**config.mk**
```make
export PLATFORM = sky130hd
export DESIGN_NAME = mac_array_ctrl
export DESIGN_NICKNAME = d
export VERILOG_FILES = /design/src/rtl/mac_array_ctrl.sv
export SDC_FILE = /design/constraint.sdc
export NUM_CORES = 1
export LEC_CHECK = 0
export BUFFER_PORTS_ARGS = -buffer_cell sky130_fd_sc_hd__buf_4
export CAP_MARGIN = 20
export CORE_MARGIN = 2
export CORE_UTILIZATION = 35
export DETAILED_ROUTE_END_ITERATION = 8
export PLACE_DENSITY_LB_ADDON = 0.05
export REMOVE_ABC_BUFFERS = 1
export SYNTH_ARGS = -nofsm -noshare
export SYNTH_HDL_FRONTEND = slang
export SYNTH_SLANG_ARGS = --single-unit
export TNS_END_PERCENT = 20
```
**constraint.sdc**
```tcl
create_clock -name clk -period 2.8 [get_ports clk]
set_clock_uncertainty 0.2 [all_clocks]
set_input_delay 0.56 -clock clk [delete_from_list [all_inputs] [get_ports clk]]
set_output_delay 0.56 -clock clk [all_outputs]
set_load 0.01 [all_outputs]
```
**src/rtl/mac_array_ctrl.sv**
```systemverilog
// mac_array_ctrl: sequencer for the stacked mac_row array.
// Runs one kernel-load phase followed by one execute phase per start,
// skews the issued op down the rows and counts results leaving the array.
module mac_array_ctrl #(
  parameter int row    = 8,
  parameter int col    = 8,
  parameter int cnt_bw = 8
) (
  input  logic                clk,
  input  logic                reset,
  input  logic                start,
  input  logic                mode_in,
  input  logic [cnt_bw-1:0]   num_x,
  input  logic                l0_empty,
  output logic                l0_rd,
  output logic [2*row-1:0]    inst_w,
  output logic                mode_select,
  input  logic [col-1:0]      array_valid,
  input  logic                ofifo_afull,
  output logic                ofifo_wr,
  output logic                busy,
  output logic                done
);

  localparam logic [2:0] S_IDLE  = 3'd0;
  localparam logic [2:0] S_LOAD  = 3'd1;
  localparam logic [2:0] S_KGAP  = 3'd2;
  localparam logic [2:0] S_EXEC  = 3'd3;
  localparam logic [2:0] S_DRAIN = 3'd4;
  localparam logic [2:0] S_DONE  = 3'd5;

  // Bubble cycles needed for the load wavefront to leave the bottom-right tile.
  localparam int GAP = row + col - 1;

  logic [2:0]        state;
  logic [2:0]        state_nxt;
  logic [cnt_bw-1:0] ld_cnt;
  logic [cnt_bw-1:0] gap_cnt;
  logic [cnt_bw-1:0] ex_cnt;
  logic [cnt_bw-1:0] out_cnt;
  logic [cnt_bw-1:0] num_x_q;
  logic              mode_q;
  logic              issue_ld;
  logic              issue_ex;
  logic              drain_ok;
  logic [1:0]        skew_p [row];

  // Issue decisions use this cycle's buffer flags directly, so a stall costs no extra bubble.
  always_comb begin
    issue_ld = (state == S_LOAD) && !l0_empty;
    issue_ex = (state == S_EXEC) && !l0_empty && !ofifo_afull;
    l0_rd    = issue_ld || issue_ex;
    ofifo_wr = &array_valid;
    busy     = (state != S_IDLE);
    done     = (state == S_DONE);
    mode_select = mode_q;
    // A push in this very cycle may complete the run, so count it before it lands in out_cnt.
    drain_ok = (out_cnt == num_x_q) ||
               (ofifo_wr && ((out_cnt + cnt_bw'(1)) == num_x_q));
  end

  // Phase sequencing.
  always_comb begin
    state_nxt = state;
    case (state)
      S_IDLE:  if (start) state_nxt = S_LOAD;
      S_LOAD:  if (issue_ld && (ld_cnt == cnt_bw'(col - 1))) state_nxt = S_KGAP;
      S_KGAP:  if (gap_cnt == cnt_bw'(GAP - 1))
                 state_nxt = (num_x_q == '0) ? S_DRAIN : S_EXEC;
      S_EXEC:  if (issue_ex && (ex_cnt == (num_x_q - cnt_bw'(1)))) state_nxt = S_DRAIN;
      S_DRAIN: if (drain_ok) state_nxt = S_DONE;
      S_DONE:  state_nxt = S_IDLE;
      default: state_nxt = S_IDLE;
    endcase
  end

  // State, run parameters and phase counters.
  always_ff @(posedge clk) begin
    if (!reset) begin
      state   <= S_IDLE;
      ld_cnt  <= '0;
      gap_cnt <= '0;
      ex_cnt  <= '0;
      out_cnt <= '0;
      num_x_q <= '0;
      mode_q  <= 1'b0;
    end else begin
      state <= state_nxt;
      if ((state == S_IDLE) && start) begin
        ld_cnt  <= '0;
        gap_cnt <= '0;
        ex_cnt  <= '0;
        out_cnt <= '0;
        num_x_q <= num_x;
        mode_q  <= mode_in;
      end else begin
        if (issue_ld)          ld_cnt  <= ld_cnt + cnt_bw'(1);
        if (state == S_KGAP)   gap_cnt <= gap_cnt + cnt_bw'(1);
        if (issue_ex)          ex_cnt  <= ex_cnt + cnt_bw'(1);
        if (ofifo_wr)          out_cnt <= out_cnt + cnt_bw'(1);
      end
    end
  end

  // Row skew: row 0 takes the issued op, each lower row sees the one above a cycle later.
  always_ff @(posedge clk) begin
    if (!reset) begin
      for (int r = 0; r < row; r++) skew_p[r] <= 2'b00;
    end else begin
      skew_p[0] <= {issue_ex, issue_ld};
      for (int r = 1; r < row; r++) skew_p[r] <= skew_p[r-1];
    end
  end

  // Flatten the skew stages onto the per-row instruction bus.
  always_comb begin
    inst_w = '0;
    for (int r = 0; r < row; r++) inst_w[2*r +: 2] = skew_p[r];
  end

endmodule

```
==> run_results.csv, run 1 <==
group,metric,value,unit
critical_path,cp.arrival,1.76,ns
route,wire_per_inst,13.4,um
clock_tree,cts-resized-gates,0,
clock_tree,root_buffer,"clkbuf_8",
finish,final_nets,410,
synth,syn_area,3070,sq um
critical_path,worstRegToRegCells,8,
floorplan,die_x,97.6,um
critical_path,end_kind,"primary output",
clock_tree,ctsLongestPathBuffers,2,
power_and_ir_drop,total_leakage_power,1.48,nW
sta,finalCritPeriodShare,90.1,%
sta,min_period,2.52,ns
synth,synth_top_area_share,39.1,%
synth,synth-seq-cells,60,
grt,grt_overflow,0,
placement,place_hpwl,4680,um
min_path,hp-class,"reg -> reg",
sta,drv_slew,0,
critical_path,cp_num_cells,4,
grt,track_usage,14.8,%
critical_path,critPathLaunchType,"flop",
critical_path,critical-path-max-stage-delay,0.50,ns
synth,synth.largest_area_cell,"dfxtp_1",
floorplan,die_h,97.6,um
clock_tree,htree_levels,3,
clock_tree,worstSkewPairLatency,0.34,ns
sta,worstMarginPinSlew,0.557,ns
synth,postSynth.asyncResetShare,0,%
power_and_ir_drop,ir_drop,258,uV
synth,synth-edff-count,0,
sta,finalSetupTns,0,ns
critical_path,path_class,"reg -> out",
synth,ys_types,51,
synth,postSynthAreaPerCell,8.95,sq um
synth,yosysMostFrequentCell,"dfxtp_1",
grt,grt_max_degree,30,
sta,maxSlewHeadroom,61.9,%
clock_tree,cts_tree,"done",
sta,finalSetupViolations,0,
min_path,hold_path_depth,1,
clock_tree,cts_inserted_buffers,9,
synth,synth_commonest_cells,"dfxtp_1, nor2_1, nand2_1, xor2_1, xnor2_1",
critical_path,path_buf_inv,1,
clock_tree,cts.sinks,60,
critical_path,cp_slowest_cell,"dfxtp_1",
clock_tree,clkSlewWorstSetupHoldPaths,0.07,ns
finish,area_growth,19.4,%
sta,clock.fmax,397,MHz
outcome,outcome,"complete, no violations",
floorplan,start_util,35.7,%
floorplan,core_area,8590,sq um
sta,layout_setup_ws,0.278,ns
route,antenna_left,0,
route,drtIter0Drc,63,
finish,drive_gt1_share,19.9,%
synth,yosysWarnings,0,
placement,dp_slack,0.483,ns
synth,synthesis.instances,343,
floorplan,pin_count,43,
critical_path,crit_required,2.04,ns
critical_path,crit_family,"simple AND/OR/NAND/NOR gates",
sta,hold_violations,0,
sta,rsz0062_at_grt,"no",
sta,whs,0.255,ns
finish,antennaDiodeCount,0,
clock_tree,cts_hold_buf,0,
synth,ys_top_cells_by_area,"dfxtp_1, xor2_1, xnor2_1",
synth,ys.flop_type,"dfxtp_1",
synth,yosysSeqAreaShare,39.1,%
floorplan,row_count,34,
route,vias,2367,
route,wirelength,6620,um
grt,grt_pass1_vias,2322,
critical_path,crit_chain,"nor3b_2, nor2b_1, or2_2, buf_4",
finish,fillers,903,
grt,grt_pass1_wl,11300,um
flow_run,cap_viol_max_count,0,
placement,gp_congestion,0.776,
route,drc_errors,0,
placement,port-buffer-count,42,
route,first_pass_iters,4,
grt,antenna_found_initial,0,
floorplan,die_area,9530,sq um
route,avgViaCountPerCell,4.78,
power_and_ir_drop,total_power,0.00256,W
clock_tree,cts_setup_buffers,0,
critical_path,worstPathMaxFanout,8,
power_and_ir_drop,power_density,700,nW/um^2
-- sequential cells by signal, indices dropped and copies added, names as in the netlist --
signal       count
mode_select      1
out_cnt          8
gap_cnt          8
ex_cnt           8
ld_cnt           8
skew_p          16
state            3
num_x_q          8
-- final cells by class --
type	count	area, sq um	area share (%)
Clock buffer	10	138	3.76
Clock inverter	6	87.6	2.39
Inverter	7	26.3	0.717
Multi-Input combinational cell	255	1710	46.6
Sequential cell	60	1200	32.8
Tap cell	108	135	3.69
Timing Repair Buffer	49	368	10.0
-- power breakdown --
group	internal [W]	leakage [nW]	switching, W
clock	0.000523	0.105	0.000358
sequential	0.000909	0.485	0.000114
combinational	0.000322	0.888	0.000338
-- cell families (layout without fill, tap and decap cells) --
group,count (synthesis),in the layout,synth area share (%)
fa+ha+maj,6,6,2.45
flops,60,60,39.1
xor+xnor,53,53,15.4
compound gates,32,32,7.46
mux,3,3,0.978
buf+inv,28,72,5.22
simple gates,161,161,29.4
-- per-layer routing --
| metal | up-vias | share of wire (%) | track usage [%] |
|---|---|---|---|
| li1 | 1248 | - | - |
| met1 | 1081 | 49 | 19.5 |
| met2 | 30 | 46 | 23.1 |
| met3 | 8 | 3.6 | 4.32 |
| met4 | 0 | 1.4 | 5.13 |
| met5 | - | 0 | 0 |
-- final timing paths --
check                          start                      end  slack (ns)
max            state[0]$_SDFFE_PN0P_                    l0_rd        0.28
max reg2reg  num_x_q[1]$_SDFFE_PN0P_    state[0]$_SDFFE_PN0P_        0.47
min reg2reg  skew_p[2][1]$_SDFF_PN0_  skew_p[2][3]$_SDFF_PN0_        0.26
min          skew_p[2][1]$_SDFF_PN0_  skew_p[2][3]$_SDFF_PN0_        0.26
-- cells in the final DEF, fill, tap and decap left out, types with 5 or more instances in the layout --
master,synthesis,routed
dfxtp_1,60,60
and4_1,5,5
inv_1,7,7
nand4_1,15,15
nand2_1,35,35
clkbuf_8,0,10
ha_1,6,6
nand3_1,8,8
and2_1,18,18
buf_4,3,49
xnor2_1,22,22
xor2_1,30,30
a21boi_0,9,9
nor2_1,43,43
-- per-stage QoR --
step	util (%)	cells	instance area [sq um]
finish	42.6	495	3660
CTS	42.6	495	3660
floorplan	-	322	2940
detailed placement	40.0	479	3440
global placement	40.0	479	3440
global route	42.6	495	3660
(Power assumes the default switching activity.)
==> run 2: changes to the inputs <==
- CORE_MARGIN: 2 -> 5
==> run 2 against run 1 <==
Effect of this change:
- setup slack improved by 0.15 ns
- sequential power hardly changed
- count of clock-buffer cells in the layout did not move
- global-route usage shrank 1.7 points
- clock power fell by 11%
- cell area fell by 0.51%
- register-to-register slack lost 0.04 ns
- die area grew 13%
- first-iteration DRC count grew to 3.3 times the previous value
- sequential share of layout area increased by 0.17 points
- combinational power increased by 0.9%
- highest routed layer unchanged
==> run_results.csv, run 2 (synthesis gave the netlist of run 1 again) <==
group,metric,value,unit
clock_tree,ctsLongestPathBuffers,2,
route,drtIter0Drc,206,
critical_path,path_class,"reg -> reg",
power_and_ir_drop,power.switching,0.000823,W
sta,maxSlewHeadroom,58.2,%
grt,grt_pass1_vias,2412,
floorplan,core_area,8640,sq um
placement,place_hpwl,4860,um
route,antenna_left,0,
finish,multi_input_area,1710,sq um
power_and_ir_drop,combPwrFrac,27.0,%
clock_tree,cts_tree,"done",
clock_tree,cts_hold_buf,0,
sta,finalCritPeriodShare,84.5,%
floorplan,start_util,35.5,%
power_and_ir_drop,total_leakage_power,1.48,nW
finish,antennaDiodeCount,0,
critical_path,worstPathMaxFanout,7,
floorplan,die_x,104,um
route,drc_errors,0,
clock_tree,htree_levels,3,
route,avgViaCountPerCell,4.83,
sta,min_period,2.37,ns
finish,drive_gt1_share,20.1,%
sta,hold_violations,0,
floorplan,pin_count,43,
critical_path,critPathLaunchType,"flop",
placement,gp_congestion,0.840,
finish,final_common_cell,"dfxtp_1",
grt,grt_pass1_wl,11600,um
min_path,hp-class,"reg -> reg",
sta,clock.fmax,422,MHz
finish,fillers,908,
sta,worstMarginPinSlew,0.611,ns
sta,finalSetupTns,0,ns
critical_path,end_kind,"flop",
outcome,outcome,"complete, no violations",
clock_tree,cts_setup_buffers,0,
finish,area_growth,18.8,%
critical_path,cp.arrival,2.37,ns
power_and_ir_drop,internal_power,0.00165,W
clock_tree,cts.sinks,60,
finish,final_nets,412,
clock_tree,cts-resized-gates,0,
route,vias,2399,
clock_tree,clkSlewWorstSetupHoldPaths,0.08,ns
finish,seq_area,1200,sq um
power_and_ir_drop,ir_drop,351,uV
flow_run,cap_viol_max_count,0,
grt,grt_max_degree,30,
grt,track_usage,13.0,%
sta,drv_slew,0,
power_and_ir_drop,p_sw_share,33.3,%
sta,whs,0.257,ns
sta,rsz0062_at_grt,"no",
power_and_ir_drop,seqPwrFrac,41.3,%
power_and_ir_drop,power_density,677,nW/um^2
sta,finalSetupViolations,0,
finish,regMostFlops,"skew_p",
clock_tree,worstSkewPairLatency,0.34,ns
finish,mostFrequentLayoutCells,"dfxtp_1, buf_4, nor2_1",
floorplan,row_count,34,
grt,grt_overflow,0,
route,first_pass_iters,4,
critical_path,crit_required,2.80,ns
route,wirelength,6780,um
placement,port-buffer-count,42,
floorplan,die_area,10700,sq um
power_and_ir_drop,p_clk_share,31.7,%
grt,antenna_found_initial,0,
finish,largest_reg_flops,16,
floorplan,die_h,104,um
clock_tree,root_buffer,"clkbuf_8",
clock_tree,cts_inserted_buffers,9,
route,wire_per_inst,13.6,um
run 2: path summary, 6_finish.rpt:
kind / start / end / slack, ns / cells after the start
worst min register to register: skew_p[0][3]$_SDFF_PN0_ / skew_p[1][1]$_SDFF_PN0_ / 0.26 / 1
worst max-delay path: num_x_q[1]$_SDFFE_PN0P_ / state[0]$_SDFFE_PN0P_ / 0.43 / 8
worst max register to register: num_x_q[1]$_SDFFE_PN0P_ / state[0]$_SDFFE_PN0P_ / 0.43 / 8
worst min-delay path: skew_p[0][3]$_SDFF_PN0_ / skew_p[1][1]$_SDFF_PN0_ / 0.26 / 1
run 2: critical path: stages (launching register included):
cell	delay, ns
dfxtp_1	0.39
inv_1	0.09
ha_1	0.16
or4bb_1	0.49
nand2_1	0.08
and4_1	0.19
a31oi_2	0.10
nor4_1	0.40
a211oi_1	0.13
run 2: power groups by stage:
stage | clock (W) | combinational, W | sequential, W
after floorplan | 0 | 0.000465 | 0.00101
after global placement | 0 | 0.000674 | 0.00104
after detailed placement | 0 | 0.000672 | 0.00104
after CTS | 0.000817 | 0.000675 | 0.00102
after global routing | 0.000861 | 0.000751 | 0.00103
final | 0.000782 | 0.000666 | 0.00102
run 2: metrics by stage:
stage | setup WS [ns] | cell area [sq um] | utilization, % | cells | total power, W
final | 0.433 | 3640 | 42.2 | 497 | 0.00247
after global routing | 0.284 | 3640 | 42.2 | 497 | 0.00265
after detailed placement | 0.460 | 3450 | 40.0 | 481 | 0.00171
after floorplan | 0.508 | 2940 | - | 322 | 0.00148
after CTS | 0.408 | 3640 | 42.2 | 497 | 0.00251
after global placement | 0.528 | 3450 | 40.0 | 481 | 0.00171
run 2: cell type report:
class	instances	area share, %
Sequential cell	60	33.0
Clock inverter	6	1.75
Multi-Input combinational cell	255	46.9
Inverter	7	0.721
Clock buffer	10	3.50
Timing Repair Buffer	51	10.5
Tap cell	108	3.71
run 2: layer usage:
metal / routed length, um / global-route usage [%] / share of wire (%)
met5: 0 / 0 / 0
met4: 99 / 4.97 / 1.5
met3: 273 / 3.67 / 4.0
met2: 3200 / 21.1 / 47
met1: 3210 / 16.3 / 47
